[src/rtl/bcd_timer_pkg.sv]
// Shared types and helpers for the BCD countdown timer and its per-digit counters.
package bcd_timer_pkg;

  typedef enum logic [1:0] {
    IDLE,
    RUN,
    PAUSED,
    DONE
  } timer_state_t;

  localparam logic [3:0] BCD_MAX = 4'd9;

  // Any non-decimal nibble is clamped to the largest legal digit value.
  function automatic logic [3:0] bcd_clamp(input logic [3:0] nibble);
    return (nibble > BCD_MAX) ? BCD_MAX : nibble;
  endfunction

endpackage

[src/rtl/counter_4bit_9_0.sv]
// One BCD down-counting digit (9 -> 0 -> 9) with a parallel load and a ripple borrow.
module counter_4bit_9_0
  import bcd_timer_pkg::*;
(
  input  logic       clk,
  input  logic       reset,
  input  logic       load,
  input  logic [3:0] load_digit,
  input  logic       borrow_in,
  output logic [3:0] value,
  output logic       borrow_out
);

  always_ff @(posedge clk or posedge reset) begin
    if (reset) begin
      value <= 4'd0;
    end else if (load) begin
      value <= load_digit;
    end else if (borrow_in) begin
      value <= (value == 4'd0) ? BCD_MAX : value - 4'd1;
    end
  end

  assign borrow_out = borrow_in && (value == 4'd0);

endmodule

[src/rtl/bcd_countdown_timer.sv]
// Multi-digit BCD countdown timer: load, start/pause control, decrement per tick,
// one-cycle done pulse on reaching zero.
module bcd_countdown_timer
  import bcd_timer_pkg::*;
#(
  parameter int DIGITS = 4
) (
  input  logic                  clk,
  input  logic                  reset,
  input  logic                  load,
  input  logic [4*DIGITS-1:0]   load_value,
  input  logic                  start,
  input  logic                  pause,
  input  logic                  tick,
  output logic [4*DIGITS-1:0]   value,
  output logic                  busy,
  output logic                  zero,
  output logic                  done
);

  localparam int VALUE_W = 4 * DIGITS;

  timer_state_t         state;
  timer_state_t         next_state;
  logic                 next_done;
  logic                 dec_en;
  logic                 is_one;
  logic [VALUE_W-1:0]   clamped_value;
  logic [DIGITS:0]      borrow;
  logic                 unused_borrow;

  assign zero   = (value == '0);
  assign is_one = (value == VALUE_W'(1));

  always_ff @(posedge clk or posedge reset) begin
    if (reset) begin
      state <= IDLE;
      busy  <= 1'b0;
      done  <= 1'b0;
    end else begin
      state <= next_state;
      busy  <= (next_state == RUN);
      done  <= next_done;
    end
  end

  // load overrides everything; pause beats tick while running.
  always_comb begin
    next_state = state;
    next_done  = 1'b0;
    dec_en     = 1'b0;
    if (load) begin
      next_state = IDLE;
    end else begin
      case (state)
        IDLE: begin
          if (start) begin
            next_state = zero ? DONE : RUN;
            next_done  = zero;
          end
        end
        RUN: begin
          if (pause) begin
            next_state = PAUSED;
          end else if (tick && !zero) begin
            dec_en = 1'b1;
            if (is_one) begin
              next_state = DONE;
              next_done  = 1'b1;
            end
          end
        end
        PAUSED: begin
          if (start && !pause) begin
            next_state = RUN;
          end
        end
        DONE: begin
          next_state = DONE;
        end
        default: begin
          next_state = IDLE;
        end
      endcase
    end
  end

  assign borrow[0]     = dec_en;
  assign unused_borrow = borrow[DIGITS];

  for (genvar i = 0; i < DIGITS; i++) begin : g_digit
    assign clamped_value[4*i +: 4] = bcd_clamp(load_value[4*i +: 4]);

    counter_4bit_9_0 u_digit (
      .clk        (clk),
      .reset      (reset),
      .load       (load),
      .load_digit (clamped_value[4*i +: 4]),
      .borrow_in  (borrow[i]),
      .value      (value[4*i +: 4]),
      .borrow_out (borrow[i+1])
    );
  end

endmodule

[config.mk]
export PLATFORM = sky130hd
export DESIGN_NAME = bcd_countdown_timer
export DESIGN_NICKNAME = d
export VERILOG_FILES = /design/src/rtl/bcd_timer_pkg.sv /design/src/rtl/counter_4bit_9_0.sv /design/src/rtl/bcd_countdown_timer.sv
export SDC_FILE = /design/constraint.sdc
export NUM_CORES = 1
export LEC_CHECK = 0
export CAP_MARGIN = 0
export CORE_ASPECT_RATIO = 1.5
export CORE_MARGIN = 2
export CORE_UTILIZATION = 45
export CTS_CLUSTER_DIAMETER = 30
export CTS_CLUSTER_SIZE = 24
export DETAILED_ROUTE_END_ITERATION = 8
export PLACE_DENSITY = 0.85
export SKIP_CTS_REPAIR_TIMING = 1
export SYNTH_ARGS = -nofsm -noshare
export SYNTH_HDL_FRONTEND = slang
export SYNTH_SLANG_ARGS = --single-unit
[constraint.sdc]
create_clock -name clk -period 5.56 [get_ports clk]
set_input_delay 1.39 -clock clk [delete_from_list [all_inputs] [get_ports clk]]
set_output_delay 1.39 -clock clk [all_outputs]
set_load 0.01 [all_outputs]
# Word level (Yosys, flattened, before mapping)
# Cells that the tools add are included.
# word_totals
out_inout_bits	19
word_cells	71
reg_bits	20
# classes
magnitude_cmp	4
addsub	4
mux	34
n_reduce_logical	17
eq_ne	5
# ops
operator	n
$mux W4	16
$eq A16 B1 Y1 const B	1
$gt A4 B4 Y1 const B	4
$logic_not A16 Y1	1
$logic_not A4 Y1	4
$sub A4 B1 Y4 const B	4
$mux W2	7
$mux W1	9
$pmux W2 S4	1
$reduce_bool A2 Y1	4
$logic_and A1 B1 Y1	5
$eq A2 B1 Y1 const B	2
$eq A2 B2 Y1 const B	2
$logic_not A1 Y1	2
$logic_not A2 Y1	1
$pmux W1 S2	1

# Logic depth before layout (Yosys ltp)
# Gate-level depths: netlist of the first run.
# logic_depth
word_depth	12
depth_mapped	6
ltp_nobuf	5

# Modules after synthesis
# From an unflattened synthesis of the first run, not the netlist that was laid out.
# unflattened
cells_unflattened	145
area_unflattened_um2	1320.0
# by_module_without_submodules
module	n_inst	area_per_inst_um2	cells_per_inst	seq_area_each_um2
counter_4bit_9_0	4	226.5	23	100.1
bcd_countdown_timer	1	414.1	53	100.1

# Worst setup path before layout of the first run
# Ideal clock, no wire load.
# synth_path
kind	register to output
from	reg g_digit[2].u_digit.value[3]
to	out zero
path_stages_with_launch	4
setup_slack_ns	2.518
n_path_buf	0
t_required_ns	4.170
arrival_ns	1.652
path_cell_list	dfrtp_1 > or3_1 > or4_1 > nor3_1
# synth_via
elab_chain_cells	1
# synth_lines
element	line_no	text
from (decl)	counter_4bit_9_0.sv:10	output logic [3:0] value,
from (signal assigned)	counter_4bit_9_0.sv:18	value <= load_digit;
from (signal assigned)	counter_4bit_9_0.sv:20	value <= (value == 4'd0) ? BCD_MAX : value - 4'd1;
$logic_not A16 Y1	bcd_countdown_timer.sv:32	assign zero = (value == '0);
to (decl)	bcd_countdown_timer.sv:17	output logic zero,
# Every way passes these cells.

# Final worst setup path of the first run
# Ends and elaborated chain as after synthesis.

==> flow_metrics.env, run 1 <==
export IMPL_status="complete, no violations"
export IMPL_yosysTopAreaCell="dfrtp_1"
export IMPL_syn_area_per_cell_um2=8.80
export IMPL_core_area_um2=2650
export IMPL_antenna_found_initial=0
export IMPL_start_kind="flop"
export IMPL_min_period_ns=3.82
export IMPL_die_h_um=68.1
export IMPL_syn_num_nets=162
export IMPL_yosysSeqAreaShare_pct=40.6
export IMPL_grt_pass1_wl_mm=5.19
export IMPL_viasPerCell=5.73
export IMPL_syn_area_um2=1230
export IMPL_grt_pass1_vias=1259
export IMPL_clkTransAtPathRegs_ns=0.08
export IMPL_die_w_um=46.7
export IMPL_leakagePower_nw=0.636
export IMPL_vias=1238
export IMPL_synth_distinct_cells=42
export IMPL_drtIter0Drc=51
export IMPL_pre_cts_slack_ns=2.04
export IMPL_hold_violations=0
export IMPL_synth_compound_area_share_pct=22.1
export IMPL_ys_seq_elements=20
export IMPL_drc=0
export IMPL_netlist_area_leader_share_pct=40.6
export IMPL_placed_area_um2=1650
export IMPL_crit_type="reg -> out"
export IMPL_num_rows=23
export IMPL_firstDrtPassIters=4
export IMPL_root_buffer="clkbuf_8"
export IMPL_synthCells=140
export IMPL_synth_edf_count=0
export IMPL_area_growth_syn_to_layout_pct=38.5
export IMPL_cts_made_buffers=3
export IMPL_dieArea_um2=3180
export IMPL_grt_setup_unrepaired="false"
export IMPL_seq_area_um2=500
export IMPL_synthTopCellsByArea="dfrtp_1 (41%), o21ai_0 (6.1%), a21oi_1 (4.9%)"
export IMPL_finalWorstSetupSlack_ns=1.74
export IMPL_multi_input_area_um2=674
export IMPL_synthSimpleGateAreaFrac_pct=28.8
export IMPL_io_buffer_count=40
export IMPL_grtUsageTotal_pct=22.3
export IMPL_synth_main_ff_cell="dfrtp_1"
export IMPL_clockBufferDepth=2
export IMPL_stdcell_count=216
export IMPL_yosysWarningCount=0
export IMPL_maxCapViolCount=0
export IMPL_drive_gt1_share_pct=5.03
export IMPL_async_reset_ff_share_pct=100
export IMPL_cp_end_kind="primary output"
export IMPL_hold_class="reg -> reg"
export IMPL_relSlewSlack_pct=36.9
export IMPL_start_util_pct=46.6
export IMPL_grt_overflow_total=0
export IMPL_finalSetupTns_ns=0
export IMPL_synth_xor_area_share_pct=2.13
export IMPL_powerDensity_nw_per_um2=222
export IMPL_yosys_cell_count_top_type="dfrtp_1"
export IMPL_htreeDepth=1
export IMPL_nFillCells=239
export IMPL_setup_viol=0
export IMPL_synth_fa_ha_area_share_pct=0
export IMPL_synthMuxAreaShare_pct=1.62
export IMPL_ir_drop_v=0.000163
export IMPL_fin_area_um2=1710
export IMPL_clock_sinks=20
export IMPL_finalCritPeriodShare_pct=68.7
export IMPL_clk_latency_ns=0.26
export IMPL_routabilityCongestion=0.828
export IMPL_max_freq_mhz=262
export IMPL_worst_slew_pin_slew_ns=0.944
export IMPL_route_final_wire_length_mm=3.23
export IMPL_fin_nets=202
export IMPL_cp_arrival_ns=2.43
export IMPL_final_setup_skew_ns=0.00693
export IMPL_cts_tree="done"
export IMPL_routedWlPerCell_um=14.9
export IMPL_crit_fanout=6
export IMPL_synth_common_cells="dfrtp_1 (20), o21ai_0 (15), a21oi_1 (12)"
export IMPL_power_uw=379
export IMPL_io_pins=41
export IMPL_drtAntennaViolNets=0
export IMPL_dpl_hpwl_mm=2.43
export IMPL_crit_required_ns=4.17
export IMPL_dp_cells=212
export IMPL_synth_top_family_by_area="simple AND/OR/NAND/NOR gates"
export IMPL_diodes=0
export IMPL_grt_max_degree=30
export IMPL_slew_viol_final=0
==> area by class of cell <==
type                       instances  area share (%)
inverter                           8            1.76
multi-input combinational        107            39.5
timing repair buffer              40            23.5
sequential                        20            29.3
clock buffer                       4            3.23
tap                               37            2.71
==> sequential cells by signal, indices dropped and copies added (netlist names) <==
signal                 count
done                       1
state                      2
g_digit.u_digit.value     16
busy                       1
==> power by group <==
group / switching (mW) / internal [mW] / total (mW)
combinational: 0.0393 / 0.0501 / 0.0893
sequential: 0.0209 / 0.158 / 0.179
clock: 0.0478 / 0.0630 / 0.111
==> cells by family (layout without fill, tap and decap cells) <==
family | count (synthesis) | after routing
compound gates | 46 | 46
xor+xnor | 3 | 3
flops | 20 | 20
buf+inv | 13 | 52
mux | 2 | 2
simple gates | 56 | 56
==> metrics by stage <==
| stage | util (%) | hold slack, ns |
|---|---|---|
| 5_1_grt | 64.5 | 0.641 |
| 4_1_cts | 64.5 | 0.600 |
| 3_5_place_dp | 62.4 | 0.591 |
| 6_report | 64.5 | 0.595 |
| 2_1_floorplan | - | 0.546 |
| 3_3_place_gp | 62.4 | 0.576 |
==> layout by cell type (no fill, tap or decap), drive strengths merged, types with 4 or more instances in the layout <==
| cell type | instances |
|---|---|
| clkdlybuf4s50 | 40 |
| dfrtp | 20 |
| o21ai | 17 |
| a21oi | 12 |
| nand2 | 11 |
| nor2 | 9 |
| inv | 8 |
| nor3 | 8 |
| nor4 | 5 |
| clkbuf | 4 |
==> worst max-delay path, stage by stage, from the launching register on <==
cell,delay (ns)
dfrtp_1,0.44
or3_1,0.42
or4_1,0.45
nor3_1,0.28
clkdlybuf4s50_1,0.58
==> per-layer routing <==
metal  global-route usage (%)  share of wire [%]  routed length (µm)  up-vias
met1                     24.3                 39                1270      591
li1                         -                  -                   -      602
met5                        0                  0                   0        -
met2                     41.8                 55                1780       38
met4                     7.29                2.0                  64        0
met3                     3.96                3.3                 105        7
==> final timing paths <==
| check | end | cells past startpoint | from | slack (ns) |
|---|---|---|---|---|
| setup reg to reg | g_digit[3].u_digit.value[2] | 5 | g_digit[1].u_digit.value[2] | 3.40 |
| hold / removal | done | 1 | state[1] | 0.60 |
| min in group asynchronous | state[0] | 2 | reset | 1.56 |
| setup / recovery | zero | 4 | g_digit[2].u_digit.value[3] | 1.74 |
| hold reg to reg | done | 1 | state[1] | 0.60 |
| max in group asynchronous | g_digit[0].u_digit.value[0] | 2 | reset | 3.51 |
Power figures use the tool's default switching activity.
==> run 2: changes to the inputs <==
--- a/config.mk
+++ b/config.mk
@@ -8,11 +8,11 @@
 export CAP_MARGIN = 0
 export CORE_ASPECT_RATIO = 1.5
 export CORE_MARGIN = 2
-export CORE_UTILIZATION = 45
+export CORE_UTILIZATION = 41
 export CTS_CLUSTER_DIAMETER = 30
 export CTS_CLUSTER_SIZE = 24
 export DETAILED_ROUTE_END_ITERATION = 8
-export PLACE_DENSITY = 0.85
+export PLACE_DENSITY = 0.82
 export SKIP_CTS_REPAIR_TIMING = 1
 export SYNTH_ARGS = -nofsm -noshare
 export SYNTH_HDL_FRONTEND = slang
==> constraint.sdc (replaced) <==
create_clock -name clk -period 3.35 [get_ports clk]
set_input_delay 0.8375 -clock clk [delete_from_list [all_inputs] [get_ports clk]]
set_output_delay 0.8375 -clock clk [all_outputs]
set_load 0.01 [all_outputs]
==> run 2 against run 1 <==
Clock-buffer cell count is the same; first-iteration DRC count decreased by 49%; via count increased by 1.5%; hold slack improved by 0.014 ns; critical path depth unchanged; global-route usage down 2.7 points; die area up 9.0%; register-to-register slack worse by 2.2 ns; setup slack got worse by 1.6 ns; design area rose by 0.88%; combinational power is 67% higher.
==> flow_metrics.env, run 2 (same netlist as run 1, synthesis figures left out) <==
export IMPL_area_growth_syn_to_layout_pct=39.7
export IMPL_io_pins=41
export IMPL_power_uw=634
export IMPL_route_final_wire_length_mm=3.27
export IMPL_startpoint="g_digit[2].u_digit.value[3]"
export IMPL_combPwrFrac_pct=23.6
export IMPL_crit_fanout=6
export IMPL_crit_required_ns=2.51
export IMPL_finalWorstSetupSlack_ns=0.0999
export IMPL_die_h_um=71.2
export IMPL_slew_viol_final=0
export IMPL_relSlewSlack_pct=48.3
export IMPL_maxCapViolCount=0
export IMPL_clk_latency_ns=0.26
export IMPL_netSwitchingPower_uw=183
export IMPL_final_util_pct=59.7
export IMPL_grt_max_degree=21
export IMPL_hold_violations=0
export IMPL_num_rows=24
export IMPL_drive_gt1_share_pct=6.11
export IMPL_power_share_switching_pct=28.9
export IMPL_root_buffer="clkbuf_8"
export IMPL_status="complete, no violations"
export IMPL_ir_drop_v=0.000294
export IMPL_cts_tree="done"
export IMPL_antenna_found_initial=0
export IMPL_drtAntennaViolNets=0
export IMPL_viasPerCell=5.74
export IMPL_grt_pass1_wl_mm=5.24
export IMPL_p_seq_share_pct=47.0
export IMPL_crit_type="reg -> out"
export IMPL_cts_made_buffers=3
export IMPL_largest_reg_flops=16
export IMPL_hold_class="reg -> reg"
export IMPL_internal_power_uw=450
export IMPL_clock_sinks=20
export IMPL_htreeDepth=1
export IMPL_max_freq_mhz=308
export IMPL_start_kind="flop"
export IMPL_min_from="state[1]"
export IMPL_leakagePower_nw=0.641
export IMPL_regMostFlops="g_digit.u_digit.value"
export IMPL_clockBufferDepth=2
export IMPL_grt_overflow_total=0
export IMPL_fin_nets=203
export IMPL_routedWlPerCell_um=14.9
export IMPL_grt_setup_unrepaired="false"
export IMPL_routabilityCongestion=0.854
export IMPL_clkTransAtPathRegs_ns=0.08
export IMPL_finalSetupTns_ns=0
export IMPL_layout_commonest_cell="clkdlybuf4s50_1"
export IMPL_setup_viol=0
export IMPL_grt_pass1_vias=1184
export IMPL_cp_end_kind="primary output"
export IMPL_grtUsageTotal_pct=19.6
export IMPL_clkPwrFrac_pct=29.5
export IMPL_final_setup_skew_ns=0.00489
export IMPL_drtIter0Drc=26
export IMPL_firstDrtPassIters=4
export IMPL_vias=1257
export IMPL_dieArea_um2=3470
export IMPL_worst_slew_pin_slew_ns=0.775
export IMPL_drc=0
export IMPL_io_buffer_count=40
export IMPL_min_period_ns=3.25
export IMPL_core_area_um2=2880
export IMPL_start_util_pct=42.8
export IMPL_finalCritPeriodShare_pct=97.0
export IMPL_pre_cts_slack_ns=0.342
export IMPL_cp_arrival_ns=2.41
export IMPL_r2r_start="g_digit[0].u_digit.value[0]"
export IMPL_die_w_um=48.8
export IMPL_stdcell_count=219
export IMPL_dp_cells=215
export IMPL_dpl_hpwl_mm=2.50
export IMPL_diodes=0
export IMPL_powerDensity_nw_per_um2=368
export IMPL_top_regs="g_digit.u_digit.value: 16 flops, state: 2 flops"
export IMPL_final_cell_mix="clkdlybuf4s50_1 (40), dfrtp_1 (20), o21ai_0 (15)"
[run 2: layout make-up]
| type | instances | area (µm²) |
|---|---|---|
| Clock buffer | 4 | 55.1 |
| Inverter | 8 | 30.0 |
| Sequential cell | 20 | 500 |
| Tap cell | 39 | 48.8 |
| Multi-Input combinational cell | 107 | 679 |
| Fill cell | 263 | 1160 |
| Timing Repair Buffer | 41 | 408 |
[run 2: critical path, stage by stage, from the launching register on]
cell,delay (ns)
dfrtp_1,0.45
or3_1,0.43
or4_1,0.46
nor3_2,0.24
clkdlybuf4s50_1,0.57
[run 2: path summary, 6_finish.rpt]
path	end	slack, ns	cells past startpoint
min in group asynchronous	g_digit[3].u_digit.value[0]	1.02	2
setup / recovery	zero	0.1	4
hold / removal	done	0.61	1
setup reg to reg	g_digit[3].u_digit.value[2]	1.23	5
hold reg to reg	done	0.61	1
max in group asynchronous	g_digit[2].u_digit.value[0]	1.84	2
[run 2: power by group through the flow]
stage                     registers [mW]  clock network (mW)  logic (mW)
after CTS                          0.297               0.187       0.150
after floorplan                    0.300                   0      0.0667
after detailed placement           0.301                   0       0.149
after global routing               0.301               0.201       0.164
final                              0.297               0.187       0.149
after global placement             0.299                   0       0.145
[run 2: metrics by stage]
| stage | hold WS (ns) | instance area, µm² |
|---|---|---|
| 2_1_floorplan | 0.546 | 1230 |
| 3_3_place_gp | 0.580 | 1660 |
| 3_5_place_dp | 0.597 | 1660 |
| 4_1_cts | 0.601 | 1720 |
| 5_1_grt | 0.640 | 1720 |
| 6_report | 0.609 | 1720 |
[run 2: per-layer routing]
| metal | vias up | global-route usage, % | routed length (µm) | part of all wire [%] |
|---|---|---|---|---|
| met3 | 9 | 2.95 | 107 | 3.3 |
| met1 | 604 | 20.6 | 1240 | 38 |
| met4 | 0 | 14.9 | 110 | 3.4 |
| met5 | - | 0 | 0 | 0 |
| li1 | 604 | - | - | - |
| met2 | 40 | 34.9 | 1810 | 55 |
